`src/rtl/tone_sequencer.sv`:
```
// tone_sequencer: accepts (pitch, octave, duration) notes over valid/ready
// and drives a square-wave speaker for each note's duration.
// Optional silent inter-note gap is compiled in with `TONE_SEQ_GAP_EN`.
// Without it, a note ends directly in IDLE (legato).
module tone_sequencer #(
    parameter int CLK_DIV_W = 9,
    parameter int OCT_W     = 3,
    parameter int DUR_W     = 8,
    parameter int TICK_DIV  = 25000,
    parameter int GAP_TICKS = 10
) (
    input  logic                 clk,
    input  logic                 rst,
    input  logic                 note_valid,
    output logic                 note_ready,
    input  logic [3:0]           note_pitch,
    input  logic [OCT_W-1:0]     note_octave,
    input  logic [DUR_W-1:0]     note_dur,
    output logic                 speaker,
    output logic                 busy,
    output logic [CLK_DIV_W-1:0] tone_div
);

    localparam int OCT_BITS = 1 << OCT_W;
    localparam int PS_W     = (TICK_DIV > 1) ? $clog2(TICK_DIV) : 1;
    localparam int GAP_W    = (GAP_TICKS > 1) ? $clog2(GAP_TICKS + 1) : 1;
    // Remaining counter holds either a note duration or the gap length.
    localparam int REM_W    = (DUR_W > GAP_W) ? DUR_W : GAP_W;
    localparam logic [PS_W-1:0] PS_LAST = PS_W'(TICK_DIV - 1);

    typedef enum logic [1:0] {IDLE, PLAY, GAP} state_t;

    state_t                state;
    logic [CLK_DIV_W-1:0]  counter_note;
    logic [OCT_BITS-1:0]   counter_octave;
    logic [OCT_BITS-1:0]   oct_reload;
    logic                  rest;
    logic [PS_W-1:0]       prescaler;
    logic [REM_W-1:0]      remaining;

    logic [CLK_DIV_W-1:0]  new_div;
    logic [OCT_BITS-1:0]   new_oreload;
    logic                  new_rest;
    logic                  tick;

    function automatic logic [CLK_DIV_W-1:0] pitch_div(input logic [3:0] p);
        logic [8:0] d;
        case (p)
            4'd1:    d = 9'd511;
            4'd2:    d = 9'd482;
            4'd3:    d = 9'd455;
            4'd4:    d = 9'd430;
            4'd5:    d = 9'd405;
            4'd6:    d = 9'd383;
            4'd7:    d = 9'd361;
            4'd8:    d = 9'd341;
            4'd9:    d = 9'd322;
            4'd10:   d = 9'd303;
            4'd11:   d = 9'd286;
            4'd12:   d = 9'd270;
            default: d = 9'd0;
        endcase
        return CLK_DIV_W'(d);
    endfunction

    // Decode the offered note: divider, octave reload and rest flag.
    // Shift amount (2^OCT_W-1-octave) is simply the bitwise inverse of octave.
    always_comb begin
        new_div     = pitch_div(note_pitch);
        new_rest    = (note_pitch == 4'd0) || (note_pitch > 4'd12);
        new_oreload = (OCT_BITS'(1) << (~note_octave)) - OCT_BITS'(1);
    end

    assign tick       = (prescaler == PS_LAST);
    assign note_ready = (state == IDLE);
    assign busy       = (state != IDLE);

    // Sequencer FSM with tone counters, tick prescaler and duration counter.
    always_ff @(posedge clk) begin
        if (rst) begin
            state          <= IDLE;
            speaker        <= 1'b0;
            tone_div       <= '0;
            counter_note   <= '0;
            counter_octave <= '0;
            oct_reload     <= '0;
            rest           <= 1'b0;
            prescaler      <= '0;
            remaining      <= '0;
        end else begin
            case (state)
                IDLE: begin
                    speaker  <= 1'b0;
                    tone_div <= '0;
                    if (note_valid && note_dur != '0) begin
                        state          <= PLAY;
                        rest           <= new_rest;
                        tone_div       <= new_rest ? '0 : new_div;
                        counter_note   <= new_div;
                        oct_reload     <= new_oreload;
                        counter_octave <= new_oreload;
                        prescaler      <= '0;
                        remaining      <= REM_W'(note_dur);
                    end
                end
                PLAY: begin
                    prescaler <= tick ? '0 : prescaler + PS_W'(1);
                    if (tick)
                        remaining <= remaining - REM_W'(1);
                    if (!rest) begin
                        if (counter_note == '0) begin
                            counter_note <= tone_div;
                            if (counter_octave == '0) begin
                                counter_octave <= oct_reload;
                                speaker        <= ~speaker;
                            end else begin
                                counter_octave <= counter_octave - OCT_BITS'(1);
                            end
                        end else begin
                            counter_note <= counter_note - CLK_DIV_W'(1);
                        end
                    end
                    // Last tick of the note: silence on the same edge.
                    if (tick && remaining == REM_W'(1)) begin
                        speaker   <= 1'b0;
                        tone_div  <= '0;
                        prescaler <= '0;
`ifdef TONE_SEQ_GAP_EN
                        if (GAP_TICKS == 0) begin
                            state <= IDLE;
                        end else begin
                            state     <= GAP;
                            remaining <= REM_W'(GAP_TICKS);
                        end
`else
                        state <= IDLE;
`endif
                    end
                end
                GAP: begin
                    speaker   <= 1'b0;
                    tone_div  <= '0;
                    prescaler <= tick ? '0 : prescaler + PS_W'(1);
                    if (tick) begin
                        remaining <= remaining - REM_W'(1);
                        if (remaining == REM_W'(1))
                            state <= IDLE;
                    end
                end
                default: state <= IDLE;
            endcase
        end
    end

endmodule
```
`config.mk`:
```
export PLATFORM = sky130hd
export DESIGN_NAME = tone_sequencer
export DESIGN_NICKNAME = d
export VERILOG_FILES = /design/src/rtl/tone_sequencer.sv
export SDC_FILE = /design/constraint.sdc
export NUM_CORES = 1
export LEC_CHECK = 0
export CAP_MARGIN = 5
export CORE_UTILIZATION = 57
export CTS_CLUSTER_DIAMETER = 40
export DETAILED_ROUTE_END_ITERATION = 12
export DONT_BUFFER_PORTS = 1
export PLACE_DENSITY = 0.84
export SETUP_SLACK_MARGIN = 0.3
export SLEW_MARGIN = 5
export SYNTH_ARGS = -nofsm -noshare
export SYNTH_HDL_FRONTEND = slang
export SYNTH_SLANG_ARGS = --single-unit
```
`constraint.sdc`:
```
create_clock -name clk -period 2.3 [get_ports clk]
set_input_delay 0.69 -clock clk [delete_from_list [all_inputs] [get_ports clk]]
set_output_delay 0.69 -clock clk [all_outputs]
set_load 0.03 [all_outputs]
```
==> impl_metrics.py, run 1 <==
metrics = {
    "cells_and_area": {
        "final_nets": 491,
        "synthesis_to_layout_area_growth_pct": 19.11,
        "final_util": 0.7084,
        "stdcell_area_um2": 4219,
        "diodes": 0,
        "drive_above_1_share": 0.2425,
        "filler_cell_count": 422,
    },
    "sta": {
        "fin_ws_ns": 0.1987,
        "fmax_mhz": 475.9,
        "setup_repair_after_global_routing_missed_its_margin": "yes",
        "setup-tns-final_ns": 0,
        "timing.final.hold_violations": 0,
        "worst_pin_slew_ns": 0.7462,
        "timing.max_slew.rel_slack": 0.4980,
        "maxSlewViolCount": 0,
        "clock_skew_ns": 0.005344,
        "final_min_period_over_clock_period": 0.9136,
        "final-setup-viol-count": 0,
        "post-route-min-period_ns": 2.101,
    },
    "clock_tree": {
        "cts_inserted_buffers": 9,
        "cts_root_buf": "clkbuf_8",
        "clock_tree_buf_depth": 2,
        "htreeDepth": 3,
        "clock_latency_ns": 0.35,
        "cts_hold_repair.buffers": 0,
        "cts.clk_slew.worst_paths_ns": 0.06,
        "clkSinkCount": 60,
        "cts_tree": "built",
    },
    "worst_setup_path": {
        "r2r_setup_slack_ns": 0.20,
        "setup.worst_path.class": "reg -> reg",
        "worst-path-stages": 5,
        "critical-path-slowest-cell": "or4b_4",
        "required_ns": 2.54,
        "cpPeakStageDelay_ns": 0.55,
        "setup.worst_path.end_class": "flip-flop",
        "timing.critical_path.max_delay_family": "simple AND/OR/NAND/NOR gates",
        "crit_buf_inv": 0,
        "timing.critical_path.cells": "or4b_4 > nor4_4 > nand4_1 > nor2b_4 > a22o_1",
        "crit_path_start_kind": "flip-flop",
        "critPathArrivalTime_ns": 2.34,
        "timing.reg2reg.worst_path_depth": 5,
        "timing.critical_path.fanout_max": 10,
    },
    "yosys": {
        "synth_top_cells_by_area": "dfxtp_1 (34%), nor2_1 (5.4%), a21oi_1 (4.5%), ha_1 (4.2%), nand2_1 (3.6%)",
        "top_count_cell_post_synth": "dfxtp_1",
        "unique_cell_type_count_in_the_yosys_netlist": 57,
        "yosysTopAreaCellShare": 0.3391,
        "synth.top_cells.by_count": "dfxtp_1 (60), nor2_1 (51), nand2_1 (34), a21oi_1 (32)",
        "postSynth.topFlopCell": "dfxtp_1",
        "synth-edff-count": 0,
        "syn_inst": 442,
        "syn_area_per_cell_um2": 8.014,
        "mappedNetlistArea_um2": 3542,
        "synth_seq_cells": 60,
        "synth-async-reset-ratio": 0,
        "mappedNetlistNets": 472,
        "yosysSeqAreaShare": 0.3391,
        "post-synth-top-area-cell": "dfxtp_1",
        "ys.warnings.count": 0,
    },
    "detailed_routing": {
        "drt-pass1-iter-count": 5,
        "wl_met3_um": 673,
        "highest-signal-layer": "met4",
        "drt.antenna.violating_nets": 0,
        "drt_iter0_drc": 264,
        "totalWireLength_um": 9718,
        "route.layer.met1.wl_um": 3978,
        "met2RoutedLength_um": 4788,
        "post_drt_wl_per_cell_um": 17.96,
        "drc": 0,
        "detailroute.via_count": 3546,
        "avgViaCountPerCell": 6.555,
    },
    "grt": {
        "grt_antenna_before_repair": 0,
        "grt_first_pass_wirelength_um": 14370,
        "first_global_vias": 3092,
        "maximum_number_of_pins_on_one_net_before_global_route_repair": 49,
        "gr-total-overflow": 0,
        "grt_usage": 0.2865,
    },
    "hold_path": {
        "min-delay-path-class": "in -> reg",
        "timing.hold.worst_path_depth": 1,
    },
    "status": {
        "status": "completed",
    },
    "power_and_ir_drop": {
        "vdd_drop_max_mv": 0.6599,
        "leakagePower_uw": 0.001598,
        "design_power_total_uw": 2878,
        "cellPowerDensity_nw_per_um2": 682.1,
    },
    "floorplan": {
        "initial_core_util": 0.5947,
        "die_footprint_um2": 6533,
        "die_y_um": 80.83,
        "number_of_top_level_pins": 30,
        "placeableCoreArea_um2": 5956,
        "floorplan.die.width_um": 80.83,
        "row_count": 28,
    },
    "run": {
        "max_cap_viol_count": 0,
    },
    "placed_design": {
        "placement.cell_area_um2": 3696,
        "hpwl_um": 5862,
        "globalplace.congestion": 0.8812,
        "port_buffers": 0,
        "detailedPlace.worstSlack_ns": 0.09244,
    },
}
through the flow:
step,hold slack (ns),instances
2_1_floorplan,0.4365,442
3_3_place_gp,0.4397,508
3_5_place_dp,0.4461,508
4_1_cts,0.3983,531
5_1_grt,0.3910,541
6_report,0.4051,541
cell families (layout without fill, tap and decap cells):
kind of cell / after synthesis / after routing / share of synthesized area
AOI/OAI and AO/OA: 130 / 130 / 0.2536
xor gates and xnor gates: 18 / 18 / 0.04451
adders and majority gates: 12 / 12 / 0.04239
buffers and inverters: 42 / 64 / 0.04980
DFF: 60 / 60 / 0.3391
muxes: 8 / 8 / 0.02367
and+or+nand+nor: 172 / 174 / 0.2469
repair_timing:
| action | 4_1_cts | 5_1_grt |
|---|---|---|
| resized for setup | 18 | 42 |
| pin swaps | 6 | 29 |
| gates cloned | 1 | 1 |
| setup endpoints to repair | 28 | 42 |
| buffers inserted | 6 | 9 |
placed cells by master (no fill, tap or decap), types with 6 or more instances in the layout:
cell type  instances
nand2_1           32
a21oi_2            9
nor2_1            49
buf_4             26
o211ai_1          10
dfxtp_2            7
xor2_1             7
a21o_1             6
a22o_1             7
inv_1             14
nand3_1           13
nor3_1            11
clkbuf_8          12
dfxtp_1           51
a311oi_1           7
nand4_1            8
xnor2_1           11
nand2b_1          10
a211oi_1          10
ha_1               9
a31oi_1            6
o21ai_0           12
a21oi_1           23
flip-flops by register name, summed over array words and instances (netlist names):
| signal | flops |
|---|---|
| counter_note | 9 |
| counter_octave | 8 |
| oct_reload | 8 |
| prescaler | 15 |
| remaining | 8 |
| rest | 1 |
| speaker | 1 |
| state | 1 |
| tone_div | 9 |
report_power, final:
group / switching (uW) / internal [uW] / total, uW
Combinational: 432 / 342 / 774
Sequential: 100 / 1110 / 1210
Clock: 411 / 479 / 890
layout make-up:
type	count	area [um^2]	area share
Multi-Input combinational cell	342	2411	0.5715
Timing Repair Buffer	31	251.5	0.05961
Sequential cell	60	1217	0.2886
Tap cell	75	93.84	0.02224
Clock inverter	1	5.005	0.001186
Clock buffer	15	176.4	0.04181
Inverter	17	63.81	0.01512
layer usage:
metal | track usage | vias up
met5 | 0 | -
met4 | 0.1089 | 0
met3 | 0.08989 | 30
met2 | 0.4731 | 138
met1 | 0.3459 | 1711
li1 | - | 1667
final timing paths:
| path | end | start |
|---|---|---|
| worst max-delay path | tone_div[5]$_SDFFE_PP0P_ | prescaler[11]$_SDFFE_PP0P_ |
| worst min-delay path | prescaler[10]$_SDFFE_PP0P_ | rst |
| worst max register to register | tone_div[5]$_SDFFE_PP0P_ | prescaler[11]$_SDFFE_PP0P_ |
| worst min register to register | oct_reload[0]$_SDFFE_PP0P_ | oct_reload[0]$_SDFFE_PP0P_ |
No activity file was read; power rests on OpenSTA's default activity.
==> inputs of run 2 (changes only) <==
==> constraint.sdc (replaced) <==
create_clock -name clk -period 2.3 [get_ports clk]
set_input_delay 0.115 -clock clk [delete_from_list [all_inputs] [get_ports clk]]
set_output_delay 0.115 -clock clk [all_outputs]
set_load 0.03 [all_outputs]
==> impl_metrics.py, run 2 (same netlist as run 1, synthesis figures left out) <==
metrics = {
    "power_and_ir_drop": {
        "net-switching-power_uw": 973.3,
        "sequentialPowerShare": 0.395,
        "cellPowerDensity_nw_per_um2": 734.9,
        "internal_power_uw": 2106,
        "comb_power_share": 0.260,
        "vdd_drop_max_mv": 0.4549,
        "switching_share": 0.3161,
        "clockPowerShare": 0.345,
        "leakagePower_uw": 0.001630,
    },
    "worst_setup_path": {
        "setup.worst_path.end_class": "flip-flop",
        "r2r_setup_slack_ns": 0.25,
        "setup.worst_path.class": "reg -> reg",
        "cpPeakStageDelay_ns": 0.54,
        "timing.critical_path.cells": "or4_4 > buf_4 > or4b_4 > nor3_1 > a311o_1 > o31ai_1",
        "worst-path-stages": 6,
        "regToRegStartpoint": "counter_octave[2]$_SDFFE_PP0P_",
        "endpoint_of_the_most_critical_register_to_register_path": "counter_octave[4]$_SDFFE_PP0P_",
        "timing.critical_path.fanout_max": 6,
        "worstSetupStartpoint": "counter_octave[2]$_SDFFE_PP0P_",
        "crit_path_end": "counter_octave[4]$_SDFFE_PP0P_",
        "critical-path-slowest-cell": "or4_4",
        "critPathArrivalTime_ns": 2.28,
        "required_ns": 2.53,
        "timing.critical_path.max_delay_family": "simple AND/OR/NAND/NOR gates",
        "timing.reg2reg.worst_path_depth": 6,
        "crit_path_start_kind": "flip-flop",
        "crit_buf_inv": 1,
    },
    "clock_tree": {
        "cts_tree": "built",
        "cts_inserted_buffers": 9,
        "cts_root_buf": "clkbuf_8",
        "clock_latency_ns": 0.35,
        "clkSinkCount": 60,
        "clock_tree_buf_depth": 2,
        "cts.clk_slew.worst_paths_ns": 0.07,
        "htreeDepth": 3,
    },
    "sta": {
        "final-setup-viol-count": 0,
        "final_min_period_over_clock_period": 0.8913,
        "setup-tns-final_ns": 0,
        "worst_pin_slew_ns": 0.6928,
        "timing.final.hold_violations": 0,
        "post-route-min-period_ns": 2.050,
        "clock_skew_ns": 0.01309,
        "setup_repair_after_global_routing_missed_its_margin": "yes",
        "fmax_mhz": 487.8,
        "timing.max_slew.rel_slack": 0.5339,
        "maxSlewViolCount": 0,
    },
    "detailed_routing": {
        "drt-pass1-iter-count": 5,
        "totalWireLength_um": 9513,
        "drt.antenna.violating_nets": 0,
        "avgViaCountPerCell": 6.513,
        "post_drt_wl_per_cell_um": 17.36,
        "detailroute.via_count": 3569,
        "drc": 0,
        "drt_iter0_drc": 302,
    },
    "cells_and_area": {
        "registers_with_the_highest_flip_flop_counts": "prescaler x15, counter_note x9, tone_div x9",
        "flip_flop_count_of_the_largest_register_all_copies_and_words_added": 15,
        "diodes": 0,
        "filler_cell_count": 441,
        "final_nets": 498,
        "layout.cells.most_common_list": "dfxtp_1 (53), nor2_1 (50), nand2_1 (32)",
        "synthesis_to_layout_area_growth_pct": 18.30,
        "multi_input_gate_area_um2": 2292,
        "layout.cells.most_common": "dfxtp_1",
        "regMostFlops": "prescaler",
        "stdcell_area_um2": 4190,
        "drive_above_1_share": 0.1860,
        "sequential_cell_area_um2": 1210,
    },
    "placed_design": {
        "hpwl_um": 5689,
        "globalplace.congestion": 0.8932,
        "placement.cell_area_um2": 3606,
        "port_buffers": 0,
    },
    "floorplan": {
        "row_count": 28,
        "number_of_top_level_pins": 30,
        "die_y_um": 80.83,
        "initial_core_util": 0.5947,
        "floorplan.die.width_um": 80.83,
        "die_footprint_um2": 6533,
        "placeableCoreArea_um2": 5956,
    },
    "run": {
        "max_cap_viol_count": 0,
    },
    "grt": {
        "grt_antenna_before_repair": 0,
        "first_global_vias": 3069,
        "maximum_number_of_pins_on_one_net_before_global_route_repair": 43,
        "grt_first_pass_wirelength_um": 14210,
        "gr-total-overflow": 0,
        "grt_usage": 0.2805,
    },
    "status": {
        "status": "completed",
    },
    "hold_path": {
        "min-delay-path-class": "in -> reg",
    },
}
## run 2: changes by cell type in the layout (fill, tap and decap cells not counted), moves of 3 or more
cell and change:
buf_6 -4, buf_4 +3, dlygate4sd3_1 +6, nand3_1 +3, nand3_2 -3, a21oi_2 -8
a21oi_1 +8
## run 2: worst reg2reg max path, stage by stage (launching register included)
cell and delay (ns):
dfxtp_2 0.32, or4_4 0.54, buf_4 0.16, or4b_4 0.53, nor3_1 0.18, a311o_1 0.15
o31ai_1 0.06
## run 2: worst min path at each step
| stage | startpoint | end | slack, ns | cells past startpoint |
|---|---|---|---|---|
| 2_1_floorplan | note_dur[6] | remaining[6]$_SDFFE_PP0P_ | 0.29 | 2 |
| 3_3_place_gp | rst | state[0]$_SDFFE_PP0P_ | 0.19 | 1 |
| 3_5_place_dp | rst | state[0]$_SDFFE_PP0P_ | 0.19 | 1 |
| 4_1_cts | rst | tone_div[8]$_SDFFE_PP0P_ | 0.01 | 2 |
| 5_1_grt | rst | tone_div[8]$_SDFFE_PP0P_ | 0.02 | 2 |
| 6_report | rst | tone_div[8]$_SDFFE_PP0P_ | 0.01 | 2 |
## run 2: power groups by stage
stage / Sequential (uW) / Clock [uW] / Combinational (uW)
after floorplan: 1210 / 0 / 522
after global routing: 1230 / 1110 / 863
after CTS: 1210 / 1070 / 694
after global placement: 1230 / 0 / 590
after detailed placement: 1230 / 0 / 607
final: 1220 / 1060 / 800
## run 2: per-stage QoR
stage / instances / utilization / hold WS (ns) / worst slack [ns] / total power, uW
after detailed placement: 502 / 0.6055 / 0.1930 / 0.1606 / 1840
after global routing: 548 / 0.7036 / 0.01723 / 0.1897 / 3202
after CTS: 532 / 0.6735 / 0.01140 / 0.2716 / 2969
after global placement: 502 / 0.6055 / 0.1914 / 0.2228 / 1818
final: 548 / 0.7036 / 0.01490 / 0.2501 / 3079
after floorplan: 442 / - / 0.2920 / 0.3024 / 1731
## run 2: what timing repair did
action / 4_1_cts / 5_1_grt
cloned: 1 / 1
hold endpoints to repair: 40 / 0
hold buffers: 7 / 0
resized for setup: 17 / 18
endpoints found under the setup margin: 27 / 27
setup buffers: 6 / 15
pin swaps: 3 / 12
## run 2: final cells by class
class	instances	area share
clock buffers	11	0.03374
clock inverters	5	0.01792
inverters	17	0.01523
multi-input cells	342	0.5470
flip-flops and latches	60	0.2887
well taps	75	0.02239
repair buffers	38	0.07495
## run 2: metal layers
layer,up-vias,share of wire,GRT usage
met4,0,0.035,0.1357
met3,36,0.060,0.05281
met2,158,0.49,0.4487
li1,1684,-,-
met1,1691,0.42,0.3611
met5,-,0,0
==> inputs of run 3 (changes only) <==
--- a/config.mk
+++ b/config.mk
@@ -10,9 +10,11 @@
 export CTS_CLUSTER_DIAMETER = 40
 export DETAILED_ROUTE_END_ITERATION = 12
 export DONT_BUFFER_PORTS = 1
+export MAX_ROUTING_LAYER = met4
 export PLACE_DENSITY = 0.84
 export SETUP_SLACK_MARGIN = 0.3
 export SLEW_MARGIN = 5
 export SYNTH_ARGS = -nofsm -noshare
 export SYNTH_HDL_FRONTEND = slang
 export SYNTH_SLANG_ARGS = --single-unit
+export TNS_END_PERCENT = 50
==> constraint.sdc (replaced) <==
create_clock -name clk -period 2.3 [get_ports clk]
set_input_delay 0.115 -clock clk [delete_from_list [all_inputs] [get_ports clk]]
set_output_delay 0.115 -clock clk [all_outputs]
set_load 0.01 [all_outputs]
==> impl_metrics.py, run 3 (same netlist as run 1, synthesis figures left out) <==
metrics = {
    "detailed_routing": {
        "totalWireLength_um": 9001,
        "drt-pass1-iter-count": 5,
        "detailroute.via_count": 3420,
        "avgViaCountPerCell": 6.322,
        "drt.antenna.violating_nets": 0,
        "drt_iter0_drc": 387,
        "drc": 0,
        "post_drt_wl_per_cell_um": 16.64,
    },
    "grt": {
        "grt_usage": 0.2935,
        "grt_first_pass_wirelength_um": 14300,
        "grt_antenna_before_repair": 0,
        "first_global_vias": 3116,
        "maximum_number_of_pins_on_one_net_before_global_route_repair": 37,
        "gr-total-overflow": 0,
    },
    "placed_design": {
        "globalplace.congestion": 0.8690,
        "placedCellCount": 501,
        "placement.cell_area_um2": 3598,
        "hpwl_um": 5642,
        "port_buffers": 0,
    },
    "clock_tree": {
        "clock_tree_buf_depth": 2,
        "cts_tree": "built",
        "cts_root_buf": "clkbuf_8",
        "htreeDepth": 3,
        "cts_inserted_buffers": 9,
        "cts.clk_slew.worst_paths_ns": 0.07,
        "clock_latency_ns": 0.34,
        "clkSinkCount": 60,
    },
    "hold_path": {
        "timing.hold.worst_path_depth": 2,
        "worstHoldStart": "note_dur[1]",
        "min-delay-path-class": "in -> reg",
        "hold_path_end": "remaining[1]$_SDFFE_PP0P_",
    },
    "floorplan": {
        "row_count": 28,
        "die_footprint_um2": 6533,
        "number_of_top_level_pins": 30,
        "die_y_um": 80.83,
        "placeableCoreArea_um2": 5956,
        "initial_core_util": 0.5947,
        "floorplan.die.width_um": 80.83,
    },
    "sta": {
        "setup-tns-final_ns": 0,
        "final-setup-viol-count": 0,
        "final_min_period_over_clock_period": 0.8943,
        "post-route-min-period_ns": 2.057,
        "clock_skew_ns": 0.004888,
        "fmax_mhz": 486.2,
        "timing.final.hold_violations": 0,
        "timing.max_slew.rel_slack": 0.5675,
        "setup_repair_after_global_routing_missed_its_margin": "yes",
        "maxSlewViolCount": 0,
        "worst_pin_slew_ns": 0.6429,
    },
    "cells_and_area": {
        "flip_flop_count_of_the_largest_register_all_copies_and_words_added": 15,
        "final_cell_count_no_fill": 541,
        "final_nets": 493,
        "registers_with_the_highest_flip_flop_counts": "prescaler x15, counter_note x9, tone_div x9",
        "drive_above_1_share": 0.1631,
        "diodes": 0,
        "final_util": 0.6985,
        "synthesis_to_layout_area_growth_pct": 17.45,
        "layout.cells.most_common": "dfxtp_1",
        "regMostFlops": "prescaler",
        "stdcell_area_um2": 4160,
        "layout.cells.most_common_list": "dfxtp_1 (53), nor2_1 (50), nand2_1 (32)",
    },
    "worst_setup_path": {
        "critical-path-slowest-cell": "or4b_4",
        "crit_buf_inv": 1,
        "critPathArrivalTime_ns": 2.28,
        "endpoint_of_the_most_critical_register_to_register_path": "counter_octave[4]$_SDFFE_PP0P_",
        "crit_path_start_kind": "flip-flop",
        "worst-path-stages": 6,
        "setup.worst_path.end_class": "flip-flop",
        "timing.reg2reg.worst_path_depth": 6,
        "r2r_setup_slack_ns": 0.24,
        "cpPeakStageDelay_ns": 0.55,
        "required_ns": 2.53,
        "timing.critical_path.cells": "or4_4 > or4b_4 > buf_6 > nor3_1 > a311o_1 > o31ai_1",
        "regToRegStartpoint": "counter_octave[2]$_SDFFE_PP0P_",
        "timing.critical_path.max_delay_family": "simple AND/OR/NAND/NOR gates",
        "timing.critical_path.fanout_max": 4,
        "setup.worst_path.class": "reg -> reg",
    },
    "power_and_ir_drop": {
        "cellPowerDensity_nw_per_um2": 681.8,
        "vdd_drop_max_mv": 0.4733,
        "leakagePower_uw": 0.001593,
    },
    "status": {
        "status": "completed",
    },
    "run": {
        "max_cap_viol_count": 0,
    },
}
run 3: cell types whose count changed in the layout (fill, tap and decap cells not counted), sizes merged:
cell         previous run  this run
buf                    31        21
bufinv                  2         0
clkinv                  4         3
dlygate4sd3             6        13
or2                     6         5
run 3: timing repair:
item	CTS	global route
pin swaps	7	15
setup endpoints to repair	26	39
hold buffers	14	0
hold endpoints to repair	40	0
resized for setup	16	25
cloned	1	0
setup buffers	5	6
run 3: final cells by class:
type,instances,area [um^2]
inverter,17,63.81
multi-input combinational,341,2286
timing repair buffer,34,324.1
clock buffer,12,165.2
clock inverter,2,10.01
fill,435,1795
tap,75,93.84
sequential,60,1217
run 3: stage by stage:
stage	hold WS, ns	total power [uW]	setup slack (ns)
floorplan	0.2920	1714	0.3024
global placement	0.1895	1797	0.2258
detailed placement	0.1914	1818	0.1189
CTS	0.005818	2772	0.1896
global route	0.03551	2971	0.1741
finish	0.03104	2836	0.2432
run 3: worst reg2reg max path: cells and delay by family, from the launching register on:
family                 cells  cell delay, ns
AO/OA/AOI/OAI              2            0.21
buffers and inverters      1            0.16
flip-flops                 1            0.34
AND/OR/NAND/NOR            3            1.24
run 3: power breakdown:
part	total, uW	switching (uW)	internal [uW]
sequential	1210	93.9	1110
clock	871	407	463
combinational	759	402	357
run 3: worst max path at each step:
| stage | from | endpoint | slack, ns |
|---|---|---|---|
| after global routing | counter_octave[2]$_SDFFE_PP0P_ | counter_octave[1]$_SDFFE_PP0P_ | 0.17 |
| after global placement | counter_octave[2]$_SDFFE_PP0P_ | speaker$_SDFFE_PP0P_ | 0.23 |
| after CTS | counter_note[0]$_SDFFE_PP0P_ | counter_octave[7]$_SDFFE_PP0P_ | 0.19 |
| final | counter_octave[2]$_SDFFE_PP0P_ | counter_octave[4]$_SDFFE_PP0P_ | 0.24 |
| after floorplan | counter_octave[2]$_SDFFE_PP0P_ | counter_octave[0]$_SDFFE_PP0P_ | 0.30 |
| after detailed placement | counter_note[0]$_SDFFE_PP0P_ | counter_octave[7]$_SDFFE_PP0P_ | 0.12 |
run 3: metal layers:
| metal | part of all wire | global-route usage |
|---|---|---|
| met5 | 0 | - |
| met4 | 0.025 | 0.1661 |
| met3 | 0.052 | 0.05730 |
| met2 | 0.48 | 0.4412 |
| met1 | 0.44 | 0.3663 |
